### config.mk
export PLATFORM = sky130hd
export DESIGN_NAME = calc_core_flat
export DESIGN_NICKNAME = d
export VERILOG_FILES = /design/src/rtl/calc_pkg.sv /design/src/rtl/calc_core_if.sv /design/src/rtl/calc_core_seq_mult.sv /design/src/rtl/calc_core.sv /design/src/flat_wrapper.sv
export SDC_FILE = /design/constraint.sdc
export NUM_CORES = 1
export LEC_CHECK = 0
export ABC_CLOCK_PERIOD_IN_PS = 7850
export CORE_MARGIN = 3
export CORE_UTILIZATION = 65
export DETAILED_ROUTE_END_ITERATION = 16
export PLACE_DENSITY = 0.95
export SYNTH_ARGS = -nofsm -noshare
export SYNTH_HDL_FRONTEND = slang
export SYNTH_HIERARCHICAL = 1
export SYNTH_SLANG_ARGS = --single-unit
### constraint.sdc
create_clock -name clk -period 7.85 [get_ports clk]
set_clock_uncertainty 0.2 [all_clocks]
set_input_delay 1.57 -clock clk [delete_from_list [all_inputs] [get_ports clk]]
set_output_delay 1.57 -clock clk [all_outputs]
set_load 0.02 [all_outputs]
### src/rtl/calc_pkg.sv
`default_nettype none
// ============================================================================
// Module   : calc_pkg
// Purpose  : Shared types and constants for the calculator arithmetic core.
// Revision : 1.0
// ============================================================================
package calc_pkg;

    localparam int CALC_WIDTH = 8;

    typedef enum logic [1:0] {
        OP_ADD = 2'b00,
        OP_SUB = 2'b01,
        OP_MUL = 2'b10,
        OP_RSV = 2'b11
    } op_t;

    typedef enum logic [1:0] {
        S_A    = 2'b00,
        S_B    = 2'b01,
        S_EXEC = 2'b10,
        S_SHOW = 2'b11
    } state_t;

endpackage : calc_pkg
`default_nettype wire

### src/rtl/calc_core_if.sv
`default_nettype none
// ============================================================================
// Module   : calc_core_if
// Purpose  : Switch/button inputs and display-side outputs of the core.
// Revision : 1.0
// ============================================================================
interface calc_core_if #(
    parameter int WIDTH = calc_pkg::CALC_WIDTH
);
    logic [WIDTH-1:0] sw_val;
    logic [1:0]       op_sel;
    logic             enter;
    logic             clear;
    logic [WIDTH-1:0] result;
    logic             result_valid;
    logic             ovf;
    logic             busy;

    modport master (
        output sw_val, op_sel, enter, clear,
        input  result, result_valid, ovf, busy
    );

    modport slave (
        input  sw_val, op_sel, enter, clear,
        output result, result_valid, ovf, busy
    );
endinterface : calc_core_if
`default_nettype wire

### src/rtl/calc_core_seq_mult.sv
`default_nettype none
// ============================================================================
// Module   : seq_mult
// Purpose  : Signed shift-add multiplier, one multiplier bit per clock.
// Revision : 1.0
// ============================================================================
module seq_mult #(
    parameter int WIDTH = 8
) (
    input  wire logic               clk,
    input  wire logic               rst,
    input  wire logic               start,
    input  wire logic               abort,
    input  wire logic [WIDTH-1:0]   a,
    input  wire logic [WIDTH-1:0]   b,
    output logic      [2*WIDTH-1:0] product,
    output logic                    done
);
    localparam int CW = $clog2(WIDTH);

    logic [WIDTH-1:0]   w_mag_a;
    logic [WIDTH-1:0]   w_mag_b;
    logic [2*WIDTH-1:0] r_mcand;
    logic [WIDTH-1:0]   r_mplier;
    logic [2*WIDTH-1:0] r_acc;
    logic [CW-1:0]      r_cnt;
    logic               r_neg;
    logic               r_run;
    logic               r_done;

    // Negating -2^(WIDTH-1) wraps to itself, which read unsigned is the true magnitude.
    assign w_mag_a = a[WIDTH-1] ? (~a + 1'b1) : a;
    assign w_mag_b = b[WIDTH-1] ? (~b + 1'b1) : b;

    always_ff @(posedge clk) begin
        if (rst || abort) begin
            r_mcand  <= '0;
            r_mplier <= '0;
            r_acc    <= '0;
            r_cnt    <= '0;
            r_neg    <= 1'b0;
            r_run    <= 1'b0;
            r_done   <= 1'b0;
        end else if (start) begin
            // Bit 0 is folded into the load so the product is ready WIDTH cycles later.
            r_acc    <= w_mag_b[0] ? {{WIDTH{1'b0}}, w_mag_a} : '0;
            r_mcand  <= {{WIDTH{1'b0}}, w_mag_a} << 1;
            r_mplier <= w_mag_b >> 1;
            r_cnt    <= CW'(WIDTH - 1);
            r_neg    <= a[WIDTH-1] ^ b[WIDTH-1];
            r_run    <= 1'b1;
            r_done   <= 1'b0;
        end else begin
            r_done <= 1'b0;
            if (r_run) begin
                r_acc    <= r_acc + (r_mplier[0] ? r_mcand : '0);
                r_mcand  <= r_mcand << 1;
                r_mplier <= r_mplier >> 1;
                r_cnt    <= r_cnt - 1'b1;
                if (r_cnt == CW'(1)) begin
                    r_run  <= 1'b0;
                    r_done <= 1'b1;
                end
            end
        end
    end

    assign product = r_neg ? (~r_acc + 1'b1) : r_acc;
    assign done    = r_done;

endmodule : seq_mult
`default_nettype wire

### src/rtl/calc_core.sv
`default_nettype none
// ============================================================================
// Module   : calc_core
// Purpose  : Operand-entry FSM with ADD/SUB/MUL and signed overflow flag.
// Revision : 1.0
// ============================================================================
module calc_core
    import calc_pkg::*;
#(
    parameter int WIDTH = CALC_WIDTH
) (
    input  wire logic  clk,
    input  wire logic  rst,
    calc_core_if.slave bus
);
    localparam int CW = $clog2(WIDTH);

    state_t             r_state;
    op_t                r_op;
    logic [WIDTH-1:0]   r_a;
    logic [WIDTH-1:0]   r_b;
    logic [CW-1:0]      r_cnt;
    logic [WIDTH-1:0]   r_result;
    logic               r_valid;
    logic               r_ovf;
    logic               r_busy;

    logic [WIDTH-1:0]   w_sum;
    logic [WIDTH-1:0]   w_diff;
    logic               w_add_ovf;
    logic               w_sub_ovf;
    logic [2*WIDTH-1:0] w_prod;
    logic               w_mul_ovf;
    logic               w_mul_done;
    logic               w_mul_start;

    assign w_sum     = r_a + r_b;
    assign w_diff    = r_a - r_b;
    assign w_add_ovf = (r_a[WIDTH-1] == r_b[WIDTH-1]) && (w_sum[WIDTH-1]  != r_a[WIDTH-1]);
    assign w_sub_ovf = (r_a[WIDTH-1] != r_b[WIDTH-1]) && (w_diff[WIDTH-1] != r_a[WIDTH-1]);
    // Product fits only if its upper WIDTH+1 bits are a pure sign extension.
    assign w_mul_ovf = !((&w_prod[2*WIDTH-1:WIDTH-1]) || (~|w_prod[2*WIDTH-1:WIDTH-1]));

    assign w_mul_start = (r_state == S_B) && bus.enter && !bus.clear && (r_op == OP_MUL);

    seq_mult #(
        .WIDTH (WIDTH)
    ) u_mult (
        .clk     (clk),
        .rst     (rst),
        .start   (w_mul_start),
        .abort   (bus.clear),
        .a       (r_a),
        .b       (bus.sw_val),
        .product (w_prod),
        .done    (w_mul_done)
    );

    always_ff @(posedge clk) begin
        if (rst) begin
            r_state  <= S_A;
            r_op     <= OP_ADD;
            r_a      <= '0;
            r_b      <= '0;
            r_cnt    <= '0;
            r_result <= '0;
            r_valid  <= 1'b0;
            r_ovf    <= 1'b0;
            r_busy   <= 1'b0;
        end else if (bus.clear) begin
            r_state  <= S_A;
            r_result <= '0;
            r_valid  <= 1'b0;
            r_ovf    <= 1'b0;
            r_busy   <= 1'b0;
        end else begin
            case (r_state)
                S_A: begin
                    if (bus.enter) begin
                        r_a     <= bus.sw_val;
                        r_op    <= op_t'(bus.op_sel);
                        r_state <= S_B;
                    end
                end
                S_B: begin
                    if (bus.enter) begin
                        r_b     <= bus.sw_val;
                        r_cnt   <= CW'(WIDTH - 1);
                        r_busy  <= 1'b1;
                        r_state <= S_EXEC;
                    end
                end
                S_EXEC: begin
                    case (r_op)
                        OP_ADD: begin
                            r_result <= w_sum;
                            r_ovf    <= w_add_ovf;
                            r_valid  <= 1'b1;
                            r_busy   <= 1'b0;
                            r_state  <= S_SHOW;
                        end
                        OP_SUB: begin
                            r_result <= w_diff;
                            r_ovf    <= w_sub_ovf;
                            r_valid  <= 1'b1;
                            r_busy   <= 1'b0;
                            r_state  <= S_SHOW;
                        end
                        OP_MUL: begin
                            if ((r_cnt == '0) && w_mul_done) begin
                                r_result <= w_prod[WIDTH-1:0];
                                r_ovf    <= w_mul_ovf;
                                r_valid  <= 1'b1;
                                r_busy   <= 1'b0;
                                r_state  <= S_SHOW;
                            end else if (r_cnt != '0) begin
                                r_cnt <= r_cnt - 1'b1;
                            end
                        end
                        default: begin
                            r_result <= '0;
                            r_ovf    <= 1'b1;
                            r_valid  <= 1'b1;
                            r_busy   <= 1'b0;
                            r_state  <= S_SHOW;
                        end
                    endcase
                end
                S_SHOW: begin
                    // result and ovf stay on display until the next computation lands.
                    if (bus.enter) begin
                        r_a     <= bus.sw_val;
                        r_op    <= op_t'(bus.op_sel);
                        r_valid <= 1'b0;
                        r_state <= S_B;
                    end
                end
                default: r_state <= S_A;
            endcase
        end
    end

    assign bus.result       = r_result;
    assign bus.result_valid = r_valid;
    assign bus.ovf          = r_ovf;
    assign bus.busy         = r_busy;

endmodule : calc_core
`default_nettype wire

### src/flat_wrapper.sv
// flat-port wrapper written by rule: the top's interface ports become plain ports
module calc_core_flat import calc_pkg::*;
#(
    parameter int WIDTH = CALC_WIDTH
)
  (clk, rst, bus_sw_val, bus_op_sel, bus_enter, bus_clear, bus_result, bus_result_valid, bus_ovf, bus_busy);
  calc_core_if #(.WIDTH(WIDTH)) bus_i ();
  input  wire logic clk;
  input  wire logic rst;
  input wire logic [$bits(bus_i.sw_val)-1:0] bus_sw_val;
  input wire logic [$bits(bus_i.op_sel)-1:0] bus_op_sel;
  input wire logic [$bits(bus_i.enter)-1:0] bus_enter;
  input wire logic [$bits(bus_i.clear)-1:0] bus_clear;
  output wire logic [$bits(bus_i.result)-1:0] bus_result;
  output wire logic [$bits(bus_i.result_valid)-1:0] bus_result_valid;
  output wire logic [$bits(bus_i.ovf)-1:0] bus_ovf;
  output wire logic [$bits(bus_i.busy)-1:0] bus_busy;
  assign bus_i.sw_val = bus_sw_val;
  assign bus_i.op_sel = bus_op_sel;
  assign bus_i.enter = bus_enter;
  assign bus_i.clear = bus_clear;
  assign bus_result = bus_i.result;
  assign bus_result_valid = bus_i.result_valid;
  assign bus_ovf = bus_i.ovf;
  assign bus_busy = bus_i.busy;
  calc_core #(.WIDTH(WIDTH)) u_core (.clk(clk), .rst(rst), .bus(bus_i));
endmodule
==> results of run 1 <==
==> state kept, by name (all words and copies together), names as in the netlist, 2 cells and up <==
register and cells:
u_core/r_state 2, u_core/r_a 8, u_core/u_mult/r_mplier 7, u_core/u_mult/r_cnt 3, u_core/u_mult/r_acc 16, u_core/r_b 8, u_core/u_mult/r_mcand 15, u_core/r_op 2
u_core/bus.result 8, u_core/r_cnt 3
==> stage by stage <==
| stage | hold WS [ns] | utilization, % | power, W | setup slack (ns) |
|---|---|---|---|---|
| after global placement | 0.258 | 71.1 | 0.000501 | 2.64 |
| after global routing | 0.311 | 73.6 | 0.000835 | 2.38 |
| after floorplan | 0.253 | - | 0.000477 | 4.52 |
| after detailed placement | 0.276 | 71.1 | 0.000505 | 2.45 |
| after CTS | 0.288 | 73.6 | 0.000807 | 2.80 |
| final | 0.289 | 73.6 | 0.000806 | 2.64 |
==> cell usage in the layout (no fill, tap or decap), drive strengths merged, types with 19 or more instances in the layout <==
master         count
xnor2             24
inv               34
nand2             84
a21oi             53
ha                38
clkdlybuf4s50     24
mux2i             22
dfxtp             78
o21ai             29
a211oi            31
nor2b             25
xor2              19
nor2              59
==> logic make-up after synthesis <==
group	count (synthesis)
AO/OA/AOI/OAI	169
XOR/XNOR	43
adder cells (fa/ha/maj)	41
buffers and inverters	67
flip-flops	78
multiplexers	23
AND/OR/NAND/NOR	251
==> tightest hold or removal path, cell delays in order (launching register included) <==
cell and delay (ns):
dfxtp_1 0.33, nand2_1 0.06, a21oi_1 0.05
==> final cells by class <==
class / count / area (um2) / share of cell area (%)
Multi-Input combinational cell: 527 / 3510 / 60.8
Clock inverter: 6 / 61.3 / 1.06
Tap cell: 102 / 128 / 2.21
Timing Repair Buffer: 25 / 248 / 4.29
Inverter: 34 / 128 / 2.21
Clock buffer: 10 / 138 / 2.38
Sequential cell: 78 / 1560 / 27.0
==> per-layer routing <==
| layer | track usage, % | vias to the layer above | part of all wire, % |
|---|---|---|---|
| met3 | 4.04 | 36 | 6.4 |
| li1 | - | 2371 | - |
| met2 | 50.1 | 246 | 49 |
| met1 | 36.2 | 2372 | 42 |
| met5 | 0 | - | 0 |
| met4 | 11.3 | 0 | 2.5 |
==> where the power goes <==
| group | internal, W | total (W) | switching (W) |
|---|---|---|---|
| Combinational | 0.0000344 | 0.0000883 | 0.0000539 |
| Clock | 0.000154 | 0.000306 | 0.000152 |
| Sequential | 0.000401 | 0.000411 | 0.0000105 |
| Total | 0.000590 | 0.000806 | 0.000216 |
==> path summary, 6_finish.rpt <==
check | startpoint | end | slack [ns] | depth (start not counted)
max | bus_clear | u_core/u_mult/r_acc[7] | 2.64 | 9
min | u_core/r_b[3] | u_core/r_b[3] | 0.29 | 2
max reg2reg | u_core/u_mult/r_mplier[0] | u_core/u_mult/r_acc[9] | 4.56 | 10
min reg2reg | u_core/r_b[3] | u_core/r_b[3] | 0.29 | 2
==> flow_metrics.py, run 1 <==
metrics = {
    "run_status": {
        "outcome": "finished, final reports clean",
    },
    "timing": {
        "slew_viol_final": 0,
        "fmax_mhz": 192,
        "worst_pin_slew_ns": 1.06,
        "tns_ns": 0,
        "hold_viol": 0,
        "period_share_pct": 66.4,
        "fin_crit_ns": 5.21,
        "finalSetupViolCount": 0,
        "slew_headroom_pct": 29.2,
        "rsz0062_at_grt": "false",
    },
    "synth": {
        "seq_area_frac_synth_pct": 29.3,
        "synth.most_common_cell": "nand2_1",
        "synth_seq_cells": 78,
        "synth_edf_count": 0,
        "avgSynthCellArea_um2": 7.94,
        "synth_ff_type": "dfxtp_1",
        "yosys.area.top_type": "dfxtp_1",
        "async_flop_share_pct": 0,
        "ys_types": 67,
        "synth_simple_gate_area_share_pct": 23.0,
        "ys_warn_count": 6,
        "synth.area.mux_share_pct": 4.34,
        "synthesis.area_mm2": 0.00534,
        "synth_fa_ha_area_share_pct": 10.0,
        "netlist_instances": 672,
        "synth_common_cells": "84 x nand2_1, 78 x dfxtp_1, 59 x nor2_1",
        "synth_nets": 727,
        "synth_top_area_share_pct": 29.3,
        "synth_area_leaders": "dfxtp_1 29%, ha_1 8.9%, nand2_1 5.9%",
        "synth_compound_area_share_pct": 21.3,
        "synth_top_family_by_area": "simple AND/OR/NAND/NOR gates",
        "synth_xor_xnor_area_share_pct": 7.06,
    },
    "final_layout": {
        "layout.cells.non_filler": 782,
        "drive_above_1_share_pct": 5.00,
        "antenna_cells": 0,
        "area_growth_pct": 8.27,
        "finalNetCount": 730,
        "stdcell_area_mm2": 0.00578,
        "num-fill-cells": 581,
    },
    "critical_path": {
        "path_max_fanout": 34,
        "crit_top_cell": "nor2_1",
        "worst-path-buf-inv": 2,
        "end_kind": "flip-flop",
        "required_ns": 7.89,
        "cp_cell_sequence": "clkdlybuf4s50_1 -> nor2_1 -> nand2_1 -> nor3_2 -> buf_4 -> nor2_1 -> a21oi_1 -> o31ai_1 -> o311a_1",
        "crit_arrival_ns": 5.25,
        "crit_family": "simple AND/OR/NAND/NOR gates",
        "max_stage_delay_ns": 0.79,
        "critPathSlowestCell": "nor3_2",
        "cp-start-kind": "input port",
        "crit_type": "in -> reg",
    },
    "global_route": {
        "grt_max_degree": 51,
        "grt_pass1_vias": 4782,
        "antenna_found_initial": 0,
        "grt_overflow": 0,
        "grt_pass1_wl_mm": 22.4,
        "groute.usage.overall_pct": 28.9,
    },
    "cts": {
        "hold_buffers": 0,
        "cts_max_path_buffers": 2,
        "htree_levels": 3,
        "cts-resized-gates": 0,
        "cts.sinks": 78,
        "cts_inserted_buffers": 9,
        "clk_latency_ns": 0.35,
        "clk_pin_slew_ns": 0.08,
        "cts_tree": "yes",
        "cts_root_buf": "clkbuf_8",
        "postCtsSetupRepairBufs": 0,
    },
    "route": {
        "drtIter0Drc": 570,
        "wire_per_inst_um": 17.5,
        "vias": 5025,
        "routed_wl_mm": 13.7,
        "first_pass_iters": 5,
        "via_per_inst": 6.43,
        "drc": 0,
        "ant_nets": 0,
    },
    "pwr": {
        "power.density_mw_per_mm2": 139,
        "p_leak_nw": 2.21,
        "max-vdd-ir-drop_v": 0.000116,
    },
    "placement": {
        "dp_hpwl_mm": 9.84,
        "io_buffers": 24,
        "post_dp_cell_area_mm2": 0.00558,
        "place_congestion": 0.938,
        "dp.cells": 766,
    },
    "floorplan": {
        "placementRows": 32,
        "die_y_um": 96.6,
        "die_area_mm2": 0.00934,
        "core_area_mm2": 0.00785,
        "die_w_um": 96.6,
        "ios": 25,
        "start_util_pct": 68.0,
    },
    "job": {
        "maxCapViolCount": 0,
    },
    "worst_hold_path": {
        "min_path_type": "reg -> reg",
    },
}
Power figures use the tool's default switching activity.
==> run 2, diff against run 1 <==
--- a/config.mk
+++ b/config.mk
@@ -5,11 +5,11 @@
 export SDC_FILE = /design/constraint.sdc
 export NUM_CORES = 1
 export LEC_CHECK = 0
-export ABC_CLOCK_PERIOD_IN_PS = 7850
+export ABC_CLOCK_PERIOD_IN_PS = 4300
 export CORE_MARGIN = 3
-export CORE_UTILIZATION = 65
+export CORE_UTILIZATION = 55
 export DETAILED_ROUTE_END_ITERATION = 16
-export PLACE_DENSITY = 0.95
+export PLACE_DENSITY = 0.87
 export SYNTH_ARGS = -nofsm -noshare
 export SYNTH_HDL_FRONTEND = slang
 export SYNTH_HIERARCHICAL = 1
==> constraint.sdc (replaced) <==
create_clock -name clk -period 4.3 [get_ports clk]
set_clock_uncertainty 0.2 [all_clocks]
set_input_delay 0.86 -clock clk [delete_from_list [all_inputs] [get_ports clk]]
set_output_delay 0.86 -clock clk [all_outputs]
set_load 0.02 [all_outputs]
==> flow_metrics.py, run 2 (same netlist as run 1, synthesis figures left out) <==
metrics = {
    "run_status": {
        "outcome": "finished, final reports clean",
    },
    "cts": {
        "cts.sinks": 78,
        "cts-resized-gates": 0,
        "cts_root_buf": "clkbuf_8",
        "clk_pin_slew_ns": 0.09,
        "postCtsSetupRepairBufs": 0,
        "cts_max_path_buffers": 2,
        "clk_latency_ns": 0.37,
        "cts_inserted_buffers": 9,
        "cts_tree": "yes",
        "hold_buffers": 0,
        "htree_levels": 3,
    },
    "route": {
        "vias": 4908,
        "drtIter0Drc": 452,
        "drc": 0,
        "routed_wl_mm": 13.1,
        "ant_nets": 0,
        "wire_per_inst_um": 16.2,
        "first_pass_iters": 5,
        "via_per_inst": 6.04,
    },
    "critical_path": {
        "crit_type": "reg -> reg",
        "critPathSlowestCell": "dfxtp_1",
        "cp_cell_sequence": "and2_1 -> ha_1 -> inv_1 -> fa_1 -> nor2b_1 -> o211ai_1 -> a21oi_1 -> o21ai_1 -> a2111oi_0 -> a311o_1",
        "max_stage_delay_ns": 0.63,
        "cp-start-kind": "flip-flop",
        "end_kind": "flip-flop",
        "required_ns": 4.41,
        "crit_arrival_ns": 3.45,
        "crit_family": "compound AO/OA/AOI/OAI gates",
        "worst-path-buf-inv": 1,
        "path_max_fanout": 16,
    },
    "timing": {
        "period_share_pct": 77.6,
        "setup_ws_ns": 0.965,
        "tns_ns": 0,
        "rsz0062_at_grt": "false",
        "fin_hold_ws_ns": 0.287,
        "hold_viol": 0,
        "fmax_mhz": 300,
        "slew_viol_final": 0,
        "finalSetupViolCount": 0,
        "slew_headroom_pct": 43.1,
        "fin_crit_ns": 3.34,
        "worst_pin_slew_ns": 0.851,
    },
    "floorplan": {
        "placementRows": 35,
        "ios": 25,
        "start_util_pct": 57.2,
        "die_area_mm2": 0.0109,
        "die_y_um": 105,
        "core_area_mm2": 0.00933,
        "die_w_um": 105,
    },
    "placement": {
        "place_congestion": 0.873,
        "dp_hpwl_mm": 9.82,
        "dp.cells": 797,
        "pre_cts_ws_ns": 0.856,
        "io_buffers": 24,
    },
    "final_layout": {
        "area_growth_pct": 9.10,
        "drive_above_1_share_pct": 5.56,
        "layout.cells.non_filler": 813,
        "final_common_cell": "nand2_1",
        "layout_common_cells": "84 x nand2_1, 77 x dfxtp_1, 59 x nor2_1",
        "top_regs": "u_core/u_mult/r_acc (16), u_core/u_mult/r_mcand (15)",
        "finalNetCount": 734,
        "regMostFlops": "u_core/u_mult/r_acc",
        "largest_reg_flops": 16,
        "antenna_cells": 0,
    },
    "global_route": {
        "grt_overflow": 0,
        "groute.usage.overall_pct": 24.3,
        "antenna_found_initial": 0,
        "grt_pass1_wl_mm": 22.1,
        "grt_pass1_vias": 4688,
        "grt_max_degree": 50,
    },
    "worst_hold_path": {
        "min_path_type": "reg -> reg",
    },
    "pwr": {
        "p_leak_nw": 2.22,
        "seq_power_share_pct": 52.3,
        "power.density_mw_per_mm2": 246,
        "p_switching_w": 0.000421,
        "p_clk_share_pct": 36.5,
        "max-vdd-ir-drop_v": 0.000198,
        "pwr-share-comb_pct": 11.2,
        "switching_share_pct": 29.4,
        "p_int_w": 0.00101,
    },
    "job": {
        "maxCapViolCount": 0,
    },
}
[run 2: cell count changes in the layout (fill, tap and decap cells not counted), sizes merged]
cell | previous run | this run
buf | 1 | 5
bufinv | 1 | 0
clkinv | 4 | 2
inv | 34 | 38
clkbuf | 10 | 9
[run 2: metrics by stage]
step                      util [%]  total power, W  instance area (um2)
after global placement        60.5        0.000918                 5640
after global routing          62.4         0.00150                 5820
after CTS                     62.4         0.00145                 5820
after floorplan                  -        0.000871                 5340
final                         62.4         0.00143                 5820
after detailed placement      60.5        0.000924                 5640
[run 2: area by class of cell]
cell class,count,area (um2)
Sequential cell,78,1560
Timing Repair Buffer,29,278
Multi-Input combinational cell,527,3510
Tap cell,129,161
Inverter,34,128
Clock inverter,7,55.1
Clock buffer,9,124
Fill cell,832,3500
[run 2: power by group through the flow]
stage | registers (W) | logic [W] | clock network (W)
floorplan | 0.000759 | 0.000112 | 0
global placement | 0.000766 | 0.000153 | 0
detailed placement | 0.000767 | 0.000158 | 0
CTS | 0.000750 | 0.000159 | 0.000538
global route | 0.000752 | 0.000177 | 0.000566
finish | 0.000750 | 0.000161 | 0.000524
[run 2: path summary, 6_finish.rpt]
| kind | startpoint | to | slack (ns) | cells past startpoint |
|---|---|---|---|---|
| setup / recovery | u_core/u_mult/r_mplier[0] | u_core/u_mult/r_acc[9] | 0.96 | 10 |
| hold / removal | u_core/bus.busy | u_core/bus.busy | 0.29 | 2 |
| setup reg to reg | u_core/u_mult/r_mplier[0] | u_core/u_mult/r_acc[9] | 0.96 | 10 |
| hold reg to reg | u_core/bus.busy | u_core/bus.busy | 0.29 | 2 |
[run 2: tightest hold or removal path: stages, from the launching register on]
cell and delay [ns]:
dfxtp_1 0.32, o21ai_0 0.06, a21oi_1 0.06
[run 2: routing by layer]
metal  track usage, %  wire length, um  vias to the layer above  part of all wire (%)
met4             7.60              230                        0                   1.8
li1                 -                -                     2374                     -
met2             41.1             6350                      145                    48
met1             31.1             5900                     2363                    45
met3             4.84              666                       26                   5.1
met5                0                0                        -                     0
